--- config.mk ---
export PLATFORM = sky130hd
export DESIGN_NAME = load_store_unit
export DESIGN_NICKNAME = d
export VERILOG_FILES = /design/src/rtl/load_store_unit.sv
export SDC_FILE = /design/constraint.sdc
export NUM_CORES = 1
export LEC_CHECK = 0
export ABC_AREA = 1
export BUFFER_PORTS_ARGS = -buffer_cell sky130_fd_sc_hd__buf_2
export CAP_MARGIN = 25
export CELL_PAD_IN_SITES_DETAIL_PLACEMENT = 0
export CELL_PAD_IN_SITES_GLOBAL_PLACEMENT = 2
export CORE_AREA = 2 2 158 160
export DETAILED_ROUTE_END_ITERATION = 16
export DIE_AREA = 0 0 160 162
export HOLD_SLACK_MARGIN = 0.12
export PLACE_DENSITY = 0.84
export SLEW_MARGIN = 0
export SYNTH_ARGS = -nofsm -noshare
export SYNTH_HDL_FRONTEND = slang
export SYNTH_SLANG_ARGS = --single-unit
--- constraint.sdc ---
create_clock -name clk -period 2.5 [get_ports clk]
set_input_delay 0.5 -clock clk [delete_from_list [all_inputs] [get_ports clk]]
set_output_delay 0.5 -clock clk [all_outputs]
set_load 0.01 [all_outputs]
--- src/rtl/load_store_unit.sv ---
// Load/store unit: maps byte-addressed RV32I loads and stores onto a word-organised dmem.
// Sub-word stores use a read-modify-write; loads are lane-extracted and sign/zero-extended.
// Illegal or misaligned accesses complete with err and never touch memory.
module load_store_unit #(
  parameter int unsigned XLEN = 32,
  parameter int unsigned AW   = 10
) (
  input  logic            clk,
  input  logic            rst,
  input  logic            req,
  input  logic            we,
  input  logic [2:0]      funct3,
  input  logic [XLEN-1:0] addr,
  input  logic [XLEN-1:0] wdata,
  output logic            busy,
  output logic            ack,
  output logic            err,
  output logic [XLEN-1:0] rdata,
  output logic [AW-1:0]   mem_addr,
  output logic            mem_we,
  output logic [XLEN-1:0] mem_wdata,
  input  logic [XLEN-1:0] mem_rdata
);

  typedef enum logic [2:0] {
    StIdle,
    StLd,
    StRmwRd,
    StWr,
    StResp
  } state_e;

  state_e state_q, state_d;

  logic [2:0]      funct3_q;
  logic [AW+1:0]   addr_q;
  logic [XLEN-1:0] wdata_q;
  logic            err_q;
  logic [XLEN-1:0] rdata_q;
  logic [XLEN-1:0] merge_q;
  logic [AW-1:0]   mem_addr_q;

  logic            illegal;
  logic            accept;
  logic            mem_state;
  logic [4:0]      byte_off;
  logic [4:0]      half_off;
  logic [7:0]      byte_sel;
  logic [15:0]     half_sel;
  logic [XLEN-1:0] ld_ext;
  logic [XLEN-1:0] merge;

  // Address bits above the dmem window are intentionally dropped (the index wraps).
  logic unused_addr_hi;
  assign unused_addr_hi = ^addr[XLEN-1:AW+2];

  assign accept    = (state_q == StIdle) && req;
  assign mem_state = (state_q == StLd) || (state_q == StRmwRd) || (state_q == StWr);
  assign byte_off  = {addr_q[1:0], 3'b000};
  assign half_off  = {addr_q[1], 4'b0000};
  assign byte_sel  = mem_rdata[byte_off +: 8];
  assign half_sel  = mem_rdata[half_off +: 16];

  // Legality of the incoming request: funct3 encoding, store width and alignment.
  always_comb begin
    illegal = 1'b0;
    unique case (funct3)
      3'b000:         illegal = 1'b0;
      3'b001:         illegal = addr[0];
      3'b010:         illegal = |addr[1:0];
      3'b100, 3'b101: illegal = we || (funct3[0] && addr[0]);
      default:        illegal = 1'b1;
    endcase
  end

  // Load lane extraction with sign/zero extension.
  always_comb begin
    ld_ext = mem_rdata;
    unique case (funct3_q)
      3'b000:  ld_ext = {{(XLEN-8){byte_sel[7]}}, byte_sel};
      3'b001:  ld_ext = {{(XLEN-16){half_sel[15]}}, half_sel};
      3'b100:  ld_ext = {{(XLEN-8){1'b0}}, byte_sel};
      3'b101:  ld_ext = {{(XLEN-16){1'b0}}, half_sel};
      default: ld_ext = mem_rdata;
    endcase
  end

  // Replace the addressed byte/half of the read word with the store data.
  always_comb begin
    merge = mem_rdata;
    unique case (funct3_q[1:0])
      2'b00:   merge[byte_off +: 8]  = wdata_q[7:0];
      2'b01:   merge[half_off +: 16] = wdata_q[15:0];
      default: merge = mem_rdata;
    endcase
  end

  // State register.
  always_ff @(posedge clk) begin
    if (rst) begin
      state_q <= StIdle;
    end else begin
      state_q <= state_d;
    end
  end

  // Next-state logic.
  always_comb begin
    state_d = state_q;
    unique case (state_q)
      StIdle: begin
        if (req) begin
          if (illegal) begin
            state_d = StResp;
          end else if (!we) begin
            state_d = StLd;
          end else if (funct3[1:0] == 2'b10) begin
            state_d = StWr;
          end else begin
            state_d = StRmwRd;
          end
        end
      end
      StLd:    state_d = StResp;
      StRmwRd: state_d = StWr;
      StWr:    state_d = StResp;
      StResp:  state_d = StIdle;
      default: state_d = StIdle;
    endcase
  end

  // Outputs; mem_we is gated by rst so a reset in the write cycle drops the write.
  always_comb begin
    busy      = (state_q != StIdle);
    ack       = (state_q == StResp);
    err       = ack && err_q;
    rdata     = rdata_q;
    mem_we    = (state_q == StWr) && !rst;
    mem_addr  = mem_state ? addr_q[AW+1:2] : mem_addr_q;
    mem_wdata = '0;
    if (state_q == StWr) begin
      mem_wdata = (funct3_q[1:0] == 2'b10) ? wdata_q : merge_q;
    end
  end

  // Request capture, load result, merge word and held memory address.
  always_ff @(posedge clk) begin
    if (rst) begin
      funct3_q   <= '0;
      addr_q     <= '0;
      wdata_q    <= '0;
      err_q      <= 1'b0;
      rdata_q    <= '0;
      merge_q    <= '0;
      mem_addr_q <= '0;
    end else begin
      if (accept) begin
        funct3_q <= funct3;
        addr_q   <= addr[AW+1:0];
        wdata_q  <= wdata;
        err_q    <= illegal;
        if (illegal) begin
          rdata_q <= '0;
        end
      end
      if (state_q == StLd) begin
        rdata_q <= ld_ext;
      end
      if (state_q == StRmwRd) begin
        merge_q <= merge;
      end
      if (mem_state) begin
        mem_addr_q <= addr_q[AW+1:2];
      end
    end
  end

endmodule
==> impl_metrics.env <==
export IMPL_synthCells=1012
export IMPL_synth_yosys_seq_area_share_pct=37.24
export IMPL_vias_per_cell=4.850
export IMPL_grt_start_max_net_pins=65
export IMPL_cp_end_kind="output port"
export IMPL_cts_made_buffers=17
export IMPL_die_h_um=162
export IMPL_cts_hold_buf=0
export IMPL_grt_pass1_vias=6649
export IMPL_nets=1246
export IMPL_htreeDepth=4
export IMPL_hold_class="in -> reg"
export IMPL_wirelength_mm=24.57
export IMPL_final_cells=1477
export IMPL_num_rows=57
export IMPL_dr_total_vias=7164
export IMPL_synth_nets=1120
export IMPL_grt_usage_pct=18.60
export IMPL_start_kind="flop"
export IMPL_syn_avg_cell_area_um2=6.641
export IMPL_required_ns=2.00
export IMPL_yosysWarnings=0
export IMPL_core_um2=24110
export IMPL_dp_cells=1442
export IMPL_clk_pin_slew_worst_paths_ns=0.06
export IMPL_cts_root_buffer="clkbuf_16"
export IMPL_gp_congestion=0.8235
export IMPL_crit_type="reg -> out"
export IMPL_dieWidth_um=160
export IMPL_power_density_nw_per_um2=719.3
export IMPL_initialDrtViolationCount=467
export IMPL_status="completed"
export IMPL_fin_util_pct=34.90
export IMPL_grt_ovfl_total=0
export IMPL_area_growth_syn_to_layout_pct=25.19
export IMPL_clock_sinks=125
export IMPL_peakVddDrop_mv=0.4073
export IMPL_hold_viol=0
export IMPL_die_area_um2=25920
export IMPL_period_minus_slack_ns=2.341
export IMPL_p_leak_nw=3.772
export IMPL_fin_crit_sh_pct=93.63
export IMPL_antenna_found_initial=3
export IMPL_fin_skew_ns=0.01437
export IMPL_drc=0
export IMPL_grt_pass1_wl_mm=37.84
export IMPL_drive_gt1_share_pct=20.33
export IMPL_max_slew_margin_pct=46.65
export IMPL_tritoncts="built"
export IMPL_crit_arrival_ns=1.84
export IMPL_setup_viol=0
export IMPL_place_hpwl_mm=17.56
export IMPL_clk_latency_ns=0.43
export IMPL_rsz0062_at_grt="no"
export IMPL_yosysUniqueCellTypes=27
export IMPL_ant_nets=0
export IMPL_port_buffers=160
export IMPL_cp_max_fo=33
export IMPL_num_io_pins=181
export IMPL_wl_per_cell_um=16.64
export IMPL_fmax_mhz=427.2
export IMPL_clockBufferDepth=2
export IMPL_synth_area_um2=6720
export IMPL_finalSetupTns_ns=0
export IMPL_tightest_slew_ns=0.7994
export IMPL_start_util_pct=27.88
export IMPL_dr_pass1_iters=5
export IMPL_slew_viol_final=0
export IMPL_max_cap_violations=0
export IMPL_synth_seq_cells=125
==> per-layer routing <==
| layer | part of all wire [%] | wire length, um | GRT usage (%) |
|---|---|---|---|
| met4 | 1.3 | 311 | 5.037 |
| met5 | 0.053 | 13 | 0 |
| met2 | 43 | 10620 | 27.88 |
| met1 | 50 | 12190 | 27.05 |
| met3 | 5.8 | 1437 | 3.830 |
==> state kept, by name (all words and copies together) (netlist names) <==
register    count
merge_q        32
wdata_q        32
mem_addr_q     10
addr_q         12
funct3_q        3
state_q         3
err_q           1
rdata          32
==> metrics by stage <==
stage | power [W] | setup WS [ns] | instance area (um^2) | hold WS, ns
2_1_floorplan | 0.003064 | 0.6149 | 6720 | 0.4301
3_3_place_gp | 0.003462 | 0.4315 | 7756 | 0.4371
3_5_place_dp | 0.003466 | 0.4243 | 7756 | 0.4431
4_1_cts | 0.006099 | 0.02092 | 8372 | 0.3295
5_1_grt | 0.006385 | 0.02276 | 8411 | 0.3391
6_report | 0.006052 | 0.1593 | 8413 | 0.3461
==> cells in the mapped netlist <==
cell type    n  area share, %
a21oi_1    165             12
nand2_1    159            8.9
o21ai_0    144             11
dfxtp_1    125             37
inv_1      116            6.5
nor2_1      94            5.3
nand3_1     44            3.3
clkbuf_1    33            1.8
a211oi_1    32            3.6
o211ai_1    26            2.9
buf_2       24            1.8
buf_4        8           0.89
nand2_2      7           0.65
o21ai_1      6           0.45
ha_1         5           0.93
inv_2        5           0.28
buf_6        4           0.67
nand4_1      3           0.28
nor2_4       3           0.50
nand3_2      2           0.30
buf_1        1          0.056
inv_4        1          0.093
nor3_1       1          0.074
nor3_4       1           0.24
nor3b_1      1           0.11
o21ai_2      1           0.13
or2_2        1          0.093
==> critical path, cell delays in order, from the launching register on <==
cell and delay [ns]:
dfxtp_1 0.37, inv_2 0.15, nand3_1 0.09, buf_4 0.26
a211oi_1 0.34, buf_2 0.19
==> where the power goes <==
| part | switching, W | internal (W) |
|---|---|---|
| clock network | 0.00102 | 0.00159 |
| logic | 0.000864 | 0.000382 |
| registers | 0.0000739 | 0.00212 |
| total | 0.00196 | 0.00409 |
==> area by class of cell <==
| class | instances | area (um^2) |
|---|---|---|
| flip-flops and latches | 125 | 2504 |
| fillers | 2751 | 15690 |
| clock buffers | 17 | 425.4 |
| clock inverters | 15 | 187.7 |
| inverters | 122 | 460.4 |
| well taps | 324 | 405.4 |
| multi-input cells | 695 | 3417 |
| repair buffers | 177 | 1008 |
| diodes | 2 | 5.005 |
==> timing repair <==
item                                    CTS  global route
setup buffers                             0             0
pin swaps                                 0             1
cloned                                    0             1
resized for setup                         1             3
endpoints found under the setup margin    6             6
==> cells in the final DEF, fill, tap and decap left out, drive strengths merged <==
cell / synthesis / layout
buf: 37 / 176
nand2: 166 / 166
a21oi: 165 / 165
o21ai: 151 / 151
inv: 122 / 126
dfxtp: 125 / 125
nor2: 97 / 97
nand3: 46 / 46
a211oi: 32 / 32
o211ai: 26 / 26
clkbuf: 33 / 18
clkinv: 0 / 6
ha: 5 / 5
nand4: 3 / 3
bufinv: 0 / 3
diode: 0 / 2
clkinvlp: 0 / 2
nor3: 2 / 2
nor3b: 1 / 1
or2: 1 / 1
==> logic make-up after synthesis <==
| family | Yosys count | share of synthesized area, % |
|---|---|---|
| compound gates | 374 | 30.07 |
| simple gates | 316 | 19.66 |
| buf+inv | 192 | 12.10 |
| flops | 125 | 37.24 |
| fa+ha+maj | 5 | 0.9309 |
==> final timing paths <==
path,cells after the start,slack (ns),to,start
min reg2reg,2,0.45,wdata_q[29],wdata_q[29]
min,3,0.35,wdata_q[25],wdata[25]
max reg2reg,9,0.52,merge_q[1],funct3_q[1]
max,5,0.16,mem_wdata[8],state_q[2]
Note: power is estimated with default switching activity, not from simulation.
